$ cat src/rtl/nand_serial_sequencer.sv
// nand_serial_sequencer: computes NOT/AND/OR/XOR over WIDTH-bit operands by
// time-multiplexing a single 2-input nand primitive, one evaluation per cycle,
// LSB first. Each bit takes (op + 1) gate steps; intermediate terms live in
// registered temps t0..t2.
module nand_serial_sequencer #(
    parameter int unsigned WIDTH = 8
) (
    input  logic             clk,
    input  logic             reset,
    input  logic             start,
    input  logic [1:0]       op,
    input  logic [WIDTH-1:0] a,
    input  logic [WIDTH-1:0] b,
    output logic             busy,
    output logic             done,
    output logic [WIDTH-1:0] out
);

    localparam int unsigned BIT_W = (WIDTH > 1) ? $clog2(WIDTH) : 1;
    localparam int unsigned STEP_W = 2;
    localparam logic [BIT_W-1:0] LAST_BIT = BIT_W'(WIDTH - 1);

    typedef enum logic [1:0] {
        ST_IDLE = 2'b00,
        ST_RUN  = 2'b01,
        ST_DONE = 2'b10
    } state_e;

    // Opcode value doubles as the index of the final step for that operation.
    typedef enum logic [1:0] {
        OP_NOT = 2'b00,
        OP_AND = 2'b01,
        OP_OR  = 2'b10,
        OP_XOR = 2'b11
    } op_e;

    state_e              state_q, state_d;
    op_e                 op_q, op_d;
    logic [WIDTH-1:0]    a_q, a_d;
    logic [WIDTH-1:0]    b_q, b_d;
    logic [BIT_W-1:0]    bit_q, bit_d;
    logic [STEP_W-1:0]   step_q, step_d;
    logic                t0_q, t0_d;
    logic                t1_q, t1_d;
    logic                t2_q, t2_d;
    logic [WIDTH-1:0]    out_q, out_d;
    logic                done_q, done_d;
    logic                busy_q, busy_d;

    logic                ai_c;
    logic                bi_c;
    logic                gate_x_c;
    logic                gate_y_c;
    logic                r_c;
    logic                last_step_c;

    // Current operand bits from the captured operands.
    always_comb begin
        ai_c = a_q[bit_q];
        bi_c = b_q[bit_q];
    end

    // Route operand bits / temps into the shared gate for the current step.
    always_comb begin
        gate_x_c = 1'b0;
        gate_y_c = 1'b0;
        case (op_q)
            OP_NOT: begin
                gate_x_c = ai_c;
                gate_y_c = ai_c;
            end
            OP_AND: begin
                case (step_q)
                    2'd0:    begin gate_x_c = ai_c; gate_y_c = bi_c; end
                    default: begin gate_x_c = t0_q; gate_y_c = t0_q; end
                endcase
            end
            OP_OR: begin
                case (step_q)
                    2'd0:    begin gate_x_c = ai_c; gate_y_c = ai_c; end
                    2'd1:    begin gate_x_c = bi_c; gate_y_c = bi_c; end
                    default: begin gate_x_c = t0_q; gate_y_c = t1_q; end
                endcase
            end
            default: begin
                case (step_q)
                    2'd0:    begin gate_x_c = ai_c; gate_y_c = bi_c; end
                    2'd1:    begin gate_x_c = ai_c; gate_y_c = t0_q; end
                    2'd2:    begin gate_x_c = bi_c; gate_y_c = t0_q; end
                    default: begin gate_x_c = t1_q; gate_y_c = t2_q; end
                endcase
            end
        endcase
    end

    // The single shared gate.
    nand u_nand (r_c, gate_x_c, gate_y_c);

    // Final step of a bit is reached when the step index equals the opcode.
    always_comb begin
        last_step_c = (step_q == STEP_W'(op_q));
    end

    // Next-state, counter, temp and result update logic.
    always_comb begin
        state_d = state_q;
        op_d    = op_q;
        a_d     = a_q;
        b_d     = b_q;
        bit_d   = bit_q;
        step_d  = step_q;
        t0_d    = t0_q;
        t1_d    = t1_q;
        t2_d    = t2_q;
        out_d   = out_q;
        done_d  = 1'b0;

        case (state_q)
            ST_IDLE: begin
                if (start) begin
                    op_d    = op_e'(op);
                    a_d     = a;
                    b_d     = b;
                    bit_d   = '0;
                    step_d  = '0;
                    state_d = ST_RUN;
                end
            end
            ST_RUN: begin
                if (last_step_c) begin
                    out_d[bit_q] = r_c;
                    step_d       = '0;
                    if (bit_q == LAST_BIT) begin
                        state_d = ST_DONE;
                        done_d  = 1'b1;
                    end else begin
                        bit_d = BIT_W'(bit_q + 1'b1);
                    end
                end else begin
                    step_d = STEP_W'(step_q + 1'b1);
                    case (step_q)
                        2'd0:    t0_d = r_c;
                        2'd1:    t1_d = r_c;
                        default: t2_d = r_c;
                    endcase
                end
            end
            ST_DONE: begin
                state_d = ST_IDLE;
            end
            default: begin
                state_d = ST_IDLE;
            end
        endcase

        busy_d = (state_d != ST_IDLE);
    end

    // State and datapath registers with synchronous reset.
    always_ff @(posedge clk) begin
        if (reset) begin
            state_q <= ST_IDLE;
            op_q    <= OP_NOT;
            a_q     <= '0;
            b_q     <= '0;
            bit_q   <= '0;
            step_q  <= '0;
            t0_q    <= 1'b0;
            t1_q    <= 1'b0;
            t2_q    <= 1'b0;
            out_q   <= '0;
            done_q  <= 1'b0;
            busy_q  <= 1'b0;
        end else begin
            state_q <= state_d;
            op_q    <= op_d;
            a_q     <= a_d;
            b_q     <= b_d;
            bit_q   <= bit_d;
            step_q  <= step_d;
            t0_q    <= t0_d;
            t1_q    <= t1_d;
            t2_q    <= t2_d;
            out_q   <= out_d;
            done_q  <= done_d;
            busy_q  <= busy_d;
        end
    end

    // Registered outputs.
    always_comb begin
        busy = busy_q;
        done = done_q;
        out  = out_q;
    end

endmodule

$ cat config.mk
export PLATFORM = sky130hd
export DESIGN_NAME = nand_serial_sequencer
export DESIGN_NICKNAME = d
export VERILOG_FILES = /design/src/rtl/nand_serial_sequencer.sv
export SDC_FILE = /design/constraint.sdc
export NUM_CORES = 1
export LEC_CHECK = 0
export CAP_MARGIN = 30
export CORE_MARGIN = 2
export CORE_UTILIZATION = 50
export DETAILED_ROUTE_END_ITERATION = 6
export GPL_TIMING_DRIVEN = 0
export MAX_ROUTING_LAYER = met4
export PLACE_DENSITY = 0.73
export SLEW_MARGIN = 20
export SYNTH_ARGS = -nofsm -noshare
export SYNTH_HDL_FRONTEND = slang
export SYNTH_SLANG_ARGS = --single-unit
$ cat constraint.sdc
create_clock -name clk -period 2 [get_ports clk]
set_input_delay 0.4 -clock clk [delete_from_list [all_inputs] [get_ports clk]]
set_output_delay 0.4 -clock clk [all_outputs]
set_load 0.02 [all_outputs]
==> results of run 1 <==
-- state kept, by name (all words and copies together) (netlist names), 2 cells and up --
register and flops:
b_q 8, out 8, step_q 2, op_q 2, bit_q 3, a_q 8, state_q 2
-- routing by layer --
metal  up-vias  part of all wire
met1       746              0.43
met3         9             0.053
li1        818                 -
met2        53              0.50
met4         0             0.019
met5         -                 0
-- final timing paths --
check | start | endpoint | slack, ns
worst max-delay path | bit_q[0]$_SDFFE_PP0P_ | t0_q$_SDFFE_PP0P_ | 0.11
worst min-delay path | b_q[4]$_SDFFE_PP0P_ | b_q[4]$_SDFFE_PP0P_ | 0.46
worst max register to register | bit_q[0]$_SDFFE_PP0P_ | t0_q$_SDFFE_PP0P_ | 0.11
worst min register to register | b_q[4]$_SDFFE_PP0P_ | b_q[4]$_SDFFE_PP0P_ | 0.46
-- metrics by stage --
stage                     power [mW]  cell area [um^2]
after floorplan                0.969              1770
after global placement          1.05              2120
after detailed placement        1.06              2120
after CTS                       1.42              2180
after global routing            1.51              2240
final                           1.43              2240
-- cell families (layout without fill, tap and decap cells) --
kind of cell / count (synthesis) / count (layout) / synth area share
buf+inv: 15 / 56 / 0.0389
mux: 8 / 8 / 0.0644
xor+xnor: 2 / 2 / 0.00991
simple gates: 78 / 78 / 0.192
flops: 38 / 38 / 0.430
fa+ha+maj: 6 / 6 / 0.0425
compound gates: 59 / 59 / 0.222
-- timing repair --
action,4_1_cts,5_1_grt
setup buffers,1,2
pin swaps,1,3
endpoints found under the hold margin,0,0
resized for setup,2,14
gates cloned,0,2
setup endpoints to repair,11,11
-- final cells by class --
| type | count | area share |
|---|---|---|
| repair buffers | 34 | 0.144 |
| well taps | 46 | 0.0257 |
| inverters | 5 | 0.00838 |
| clock inverters | 1 | 0.00335 |
| multi-input cells | 153 | 0.433 |
| clock buffers | 6 | 0.0184 |
| plain buffers | 10 | 0.0240 |
| flip-flops and latches | 38 | 0.343 |
-- worst max-delay path, stage by stage, from the launching register on --
cell,delay (ns)
dfxtp_4,0.40
mux4_2,0.49
mux2_4,0.31
a21oi_2,0.14
o221ai_2,0.15
buf_6,0.17
a41oi_2,0.16
-- cell usage in the layout (no fill, tap or decap), drive strengths merged --
cell type	synthesis	layout
nand2	40	40
dfxtp	38	38
a21oi	30	30
clkdlybuf4s50	0	29
nor2	16	16
clkbuf	7	13
a31oi	9	9
buf	3	8
a22oi	7	7
nor3	6	6
ha	6	6
inv	5	5
mux2i	5	5
nand3	3	3
nand2b	3	3
nand4	3	3
a41oi	3	3
o22ai	3	3
and2	2	2
o21bai	2	2
xnor2	2	2
mux4	2	2
o21ai	2	2
nor3b	2	2
nor2b	2	2
a21boi	1	1
or2	1	1
mux2	1	1
o221ai	1	1
a211o	1	1
clkinvlp	0	1
-- power breakdown --
part           internal (mW)  switching (mW)  leakage [nW]
logic                  0.116           0.122         0.463
clock network          0.131           0.246        0.0243
registers              0.791          0.0270         0.312
-- synthesized netlist by cell type --
cell	number	area share
dfxtp_1	38	0.43
a21boi_1	1	0.0042
nand2b_1	3	0.011
buf_4	1	0.0042
o21bai_1	2	0.0085
nand4_1	3	0.011
o21ai_0	2	0.0057
buf_6	1	0.0064
buf_2	1	0.0028
inv_1	5	0.011
a211o_1	1	0.0050
nor3_1	6	0.017
and2_1	2	0.0071
nand2_1	40	0.085
o221ai_2	1	0.0085
xnor2_1	2	0.0099
mux2i_1	5	0.028
nand3_1	3	0.0085
mux4_1	2	0.030
or2_2	1	0.0035
mux2_2	1	0.0064
a22oi_1	7	0.030
nor2_1	16	0.034
a21oi_1	29	0.082
a31oi_2	1	0.0071
a31oi_1	8	0.028
nor2b_1	2	0.0071
a21oi_2	1	0.0050
nor3b_1	2	0.0085
a41oi_2	3	0.028
ha_1	6	0.042
clkbuf_1	7	0.015
o22ai_1	3	0.011
==> impl_metrics.toml, run 1 <==
[status]
status = "finished clean"

[clock_tree]
cts_buffer_depth = 2
root_buffer = "clkbuf_4"
clk_pin_slew_worst_paths_ns = 0.11
insertion_delay_ns = 0.34
hold_buffers = 0
cts_htree_levels = 2
cts_tree = "built"
cts_buffers = 5
clkSinkCount = 38

[synthesis]
synth_nets = 233
syn_area_per_cell_um2 = 8.58
syn_area_mm2 = 0.00177
yosys_warnings = 0
syn_inst = 206
synth_seq_cells = 38
synth.distinct_cells = 33
yosysSeqAreaShare = 0.430

[timing]
fin_crit_sh = 0.944
whs_ns = 0.460
relSlewSlack = 0.444
setup_tns_ns = 0
finalSetupViolCount = 0
worstMarginPinSlew_ns = 0.833
slew_viol_final = 0
period_minus_slack_ns = 1.89
finalWorstSetupSlack_ns = 0.111
finClkSkew_ns = 0.00733
final_hold_viol_count = 0
max_freq_mhz = 530

[placed_design]
port_buffers = 29
post-place-ws_ns = -0.0484
gp_congestion = 0.815
dp_hpwl_um = 2760
post-place-cells = 281

[cells_and_area]
syn2layout_area_growth_pct = 26.8
post_layout_nonfiller_instances = 293
final_util = 0.666
regArea_um2 = 769
fill_cells = 330
nets = 274
antenna_cells = 0
layout-drive-gt1-share = 0.134
multi_input_area_um2 = 970

[routing]
wire_per_inst_um = 13.0
routed-via-count = 1626
drtIter0Drc = 74
drtPass1Iterations = 4
drt_wl_total_um = 3810
remaining_drc_errors = 0
ant_nets = 0
viasPerCell = 5.55

[power_and_ir_drop]
power_density_mw_per_mm2 = 639
vdd_drop_max_v = 0.000394
leakagePower_nw = 0.800

[critical_path]
r2r_cells = 6
cp.arrival_ns = 2.16
critical_path_required_ns = 2.27
end_kind = "register"
path_max_fanout = 5
critPathLaunchType = "register"
critical_path_class = "register to register"

[min_path]
hold_depth = 2
hp-class = "register to register"

[floorplan]
die_w_um = 63.5
start_util = 0.526
io_pins = 31
die-area_mm2 = 0.00403
design.core.area_mm2 = 0.00336
die_y_um = 63.5
row_count = 21

[global_route]
antenna_found_initial = 0
use_met3 = 0.0446
grt_use_met2 = 0.337
grt_pass1_vias = 1471
grt_overflow = 0
grt_max_degree = 12
top_usage_layer = "met2"
grtUsageTotal = 0.211
grt_pass1_wl_um = 6600
met1_usage = 0.259

[run]
maxCapViolations = 0
Power figures use the tool's default switching activity.
==> run 2: changes to the inputs <==
--- a/config.mk
+++ b/config.mk
@@ -5,12 +5,12 @@
 export SDC_FILE = /design/constraint.sdc
 export NUM_CORES = 1
 export LEC_CHECK = 0
+export ABC_AREA = 1
 export CAP_MARGIN = 30
 export CORE_MARGIN = 2
 export CORE_UTILIZATION = 50
 export DETAILED_ROUTE_END_ITERATION = 6
 export GPL_TIMING_DRIVEN = 0
-export MAX_ROUTING_LAYER = met4
 export PLACE_DENSITY = 0.73
 export SLEW_MARGIN = 20
 export SYNTH_ARGS = -nofsm -noshare
==> run 2 against run 1 <==
Sequential power up 1%. Die area increased by 6.4%. Critical endpoint is now bit_q[1]$_SDFFE_PP0P_. Routed wire length up 3.2%. Via count increased by 8.5%. Hold slack got worse by 0.0012 ns. Area after synthesis grew 6.9%. Clock power increased by 46%. Power up 17%. Core utilization down 2.1 points. Sequential share of layout area is 1.9 points lower.
==> impl_metrics.toml, run 2 <==
[critical_path]
end_kind = "register"
critical_path_class = "input pin to register"
critPathLaunchType = "input pin"
r2r_slack_ns = 0.33
slowest_delay_ns = 0.46
path_max_fanout = 6
r2r_cells = 12
timing.rr.end = "out[5]$_SDFFE_PP0P_"
cpMostUsedCell = "nor2_1"
crit_buf_inv = 1
r2r_start = "bit_q[1]$_SDFFE_PP0P_"
cp.depth = 8
cp.arrival_ns = 1.98
path_cells = "clkdlybuf4s50_1 -> nand2_1 -> nor2_1 -> nor2_1 -> a21oi_1 -> nand2_1 -> a32oi_1 -> nor2_1"
crit_slowest_cell = "clkdlybuf4s50_1"
critical_path_required_ns = 2.17
path_delay_family = "simple AND/OR/NAND/NOR gates"

[floorplan]
io_pins = 31
die_w_um = 65.5
die-area_mm2 = 0.00429
row_count = 22
design.core.area_mm2 = 0.00363
die_y_um = 65.5
start_util = 0.520

[synthesis]
yosys_warnings = 0
synth_common_cells = "60 x nand2_1, 52 x inv_1, 38 x dfxtp_1"
synth_nets = 307
synth_edf_count = 0
async_flop_share = 0
synth_seq_cells = 38
yosysTopAreaCell = "dfxtp_1"
yosysMostFrequentCell = "nand2_1"
syn_area_mm2 = 0.00189
synth.distinct_cells = 23
syn_area_per_cell_um2 = 6.75
syn_inst = 280
synthTopCellsByArea = "dfxtp_1 40%, nand2_1 12%, inv_1 10%, o21ai_0 6.1%, nor2_1 6.0%"
ys.flop_type = "dfxtp_1"
synth_top_area_share = 0.403
yosysSeqAreaShare = 0.403

[routing]
ant_nets = 0
viasPerCell = 4.82
wire_per_inst_um = 10.7
drtIter0Drc = 113
remaining_drc_errors = 0
drt_wl_total_um = 3930
routed-via-count = 1765
drtPass1Iterations = 4

[min_path]
hold_depth = 2
hold_start = "a_q[7]$_SDFFE_PP0P_"
min_delay_worst_endpoint = "a_q[7]$_SDFFE_PP0P_"
hp-class = "register to register"

[global_route]
grt_pass1_vias = 1625
grtUsageTotal = 0.209
antenna_found_initial = 0
grt_max_degree = 12
grt_overflow = 0
grt_pass1_wl_um = 6840

[clock_tree]
insertion_delay_ns = 0.29
cts_buffer_depth = 2
cts_htree_levels = 2
root_buffer = "clkbuf_8"
clkSinkCount = 38
hold_buffers = 0
clk_pin_slew_worst_paths_ns = 0.07
cts_tree = "built"
cts_buffers = 5

[power_and_ir_drop]
vdd_drop_max_v = 0.000422
p_total_mw = 1.67
power_density_mw_per_mm2 = 714
leakagePower_nw = 1.15

[cells_and_area]
antenna_cells = 0
fill_cells = 378
nets = 344
layout_commonest_cell = "nand2_1"
layout-drive-gt1-share = 0.0472
multi_input_area_um2 = 880
regArea_um2 = 761
layout_common_cells = "60 x nand2_1, 52 x inv_1, 38 x dfxtp_1"
syn2layout_area_growth_pct = 24.0

[timing]
fin_crit_sh = 0.905
final_hold_viol_count = 0
max_freq_mhz = 553
worstMarginPinSlew_ns = 0.473
finClkSkew_ns = 0.00350
slew_viol_final = 0
rsz0062_at_grt = "no"
finalSetupViolCount = 0
period_minus_slack_ns = 1.81
relSlewSlack = 0.685
whs_ns = 0.459

[status]
status = "finished clean"

[placed_design]
port_buffers = 30
gp_congestion = 0.884
dp_hpwl_um = 2960

[run]
maxCapViolations = 0
## run 2: cell types whose count changed after synthesis, moves of 7 or more
cell,before,now
o21a_1,0,7
nor2_1,16,30
o21ai_0,2,23
inv_1,5,52
a22oi_1,7,0
nand3_1,3,21
nand2_1,40,60
a21oi_1,29,20
a31oi_1,8,1
## run 2: power breakdown
group / internal [mW] / switching (mW)
Clock: 0.278 / 0.272
Combinational: 0.124 / 0.171
Sequential: 0.802 / 0.0267
## run 2: how the worst max path moves through the flow
stage | startpoint | to
after floorplan | step_q[0]$_SDFFE_PP0P_ | out[0]$_SDFFE_PP0P_
after global placement | start | bit_q[1]$_SDFFE_PP0P_
after CTS | start | bit_q[1]$_SDFFE_PP0P_
after global routing | start | bit_q[1]$_SDFFE_PP0P_
after detailed placement | start | bit_q[1]$_SDFFE_PP0P_
final | start | bit_q[1]$_SDFFE_PP0P_
## run 2: cell type report
type                            instances  area share
Timing Repair Buffer                   30       0.128
Sequential cell                        38       0.325
Multi-Input combinational cell        180       0.375
Tap cell                               48      0.0256
Buffer                                  9      0.0224
Clock inverter                          1     0.00214
Inverter                               53      0.0849
Clock buffer                            7      0.0368
## run 2: repair_timing
action                     4_1_cts  5_1_grt
setup endpoints to repair        0        3
resized for setup                0        1
setup buffers                    0        0
## run 2: kinds of logic (layout without fill, tap and decap cells)
group | Yosys count | after routing | synth area share
AO/OA/AOI/OAI | 55 | 55 | 0.162
XOR/XNOR | 2 | 2 | 0.00927
adder cells (fa/ha/maj) | 6 | 6 | 0.0397
buffers and inverters | 62 | 100 | 0.133
flip-flops | 38 | 38 | 0.403
AND/OR/NAND/NOR | 117 | 117 | 0.253
## run 2: metal layers
metal,vias to the layer above,GRT usage,wire [um]
met5,-,0,0
met4,0,0.0885,74
met3,8,0.0514,139
met2,37,0.348,1790
met1,770,0.257,1930
li1,950,-,-
## run 2: through the flow
stage / area (um^2) / utilization / setup TNS, ns / setup WS (ns) / instances
final: 2340 / 0.645 / 0 / 0.191 / 366
after global routing: 2340 / 0.645 / 0 / 0.00866 / 366
after floorplan: 1890 / - / 0 / 0.517 / 280
after detailed placement: 2250 / 0.619 / -0.259 / -0.119 / 358
after CTS: 2340 / 0.644 / 0 / 0.180 / 366
after global placement: 2250 / 0.619 / -0.233 / -0.112 / 358
## run 2: worst min-delay path, delay by kind of cell, from the launching register on
family / cells / cell delay (ns)
flip-flops: 1 / 0.30
buffers and inverters: 1 / 0.06
AO/OA/AOI/OAI: 1 / 0.05
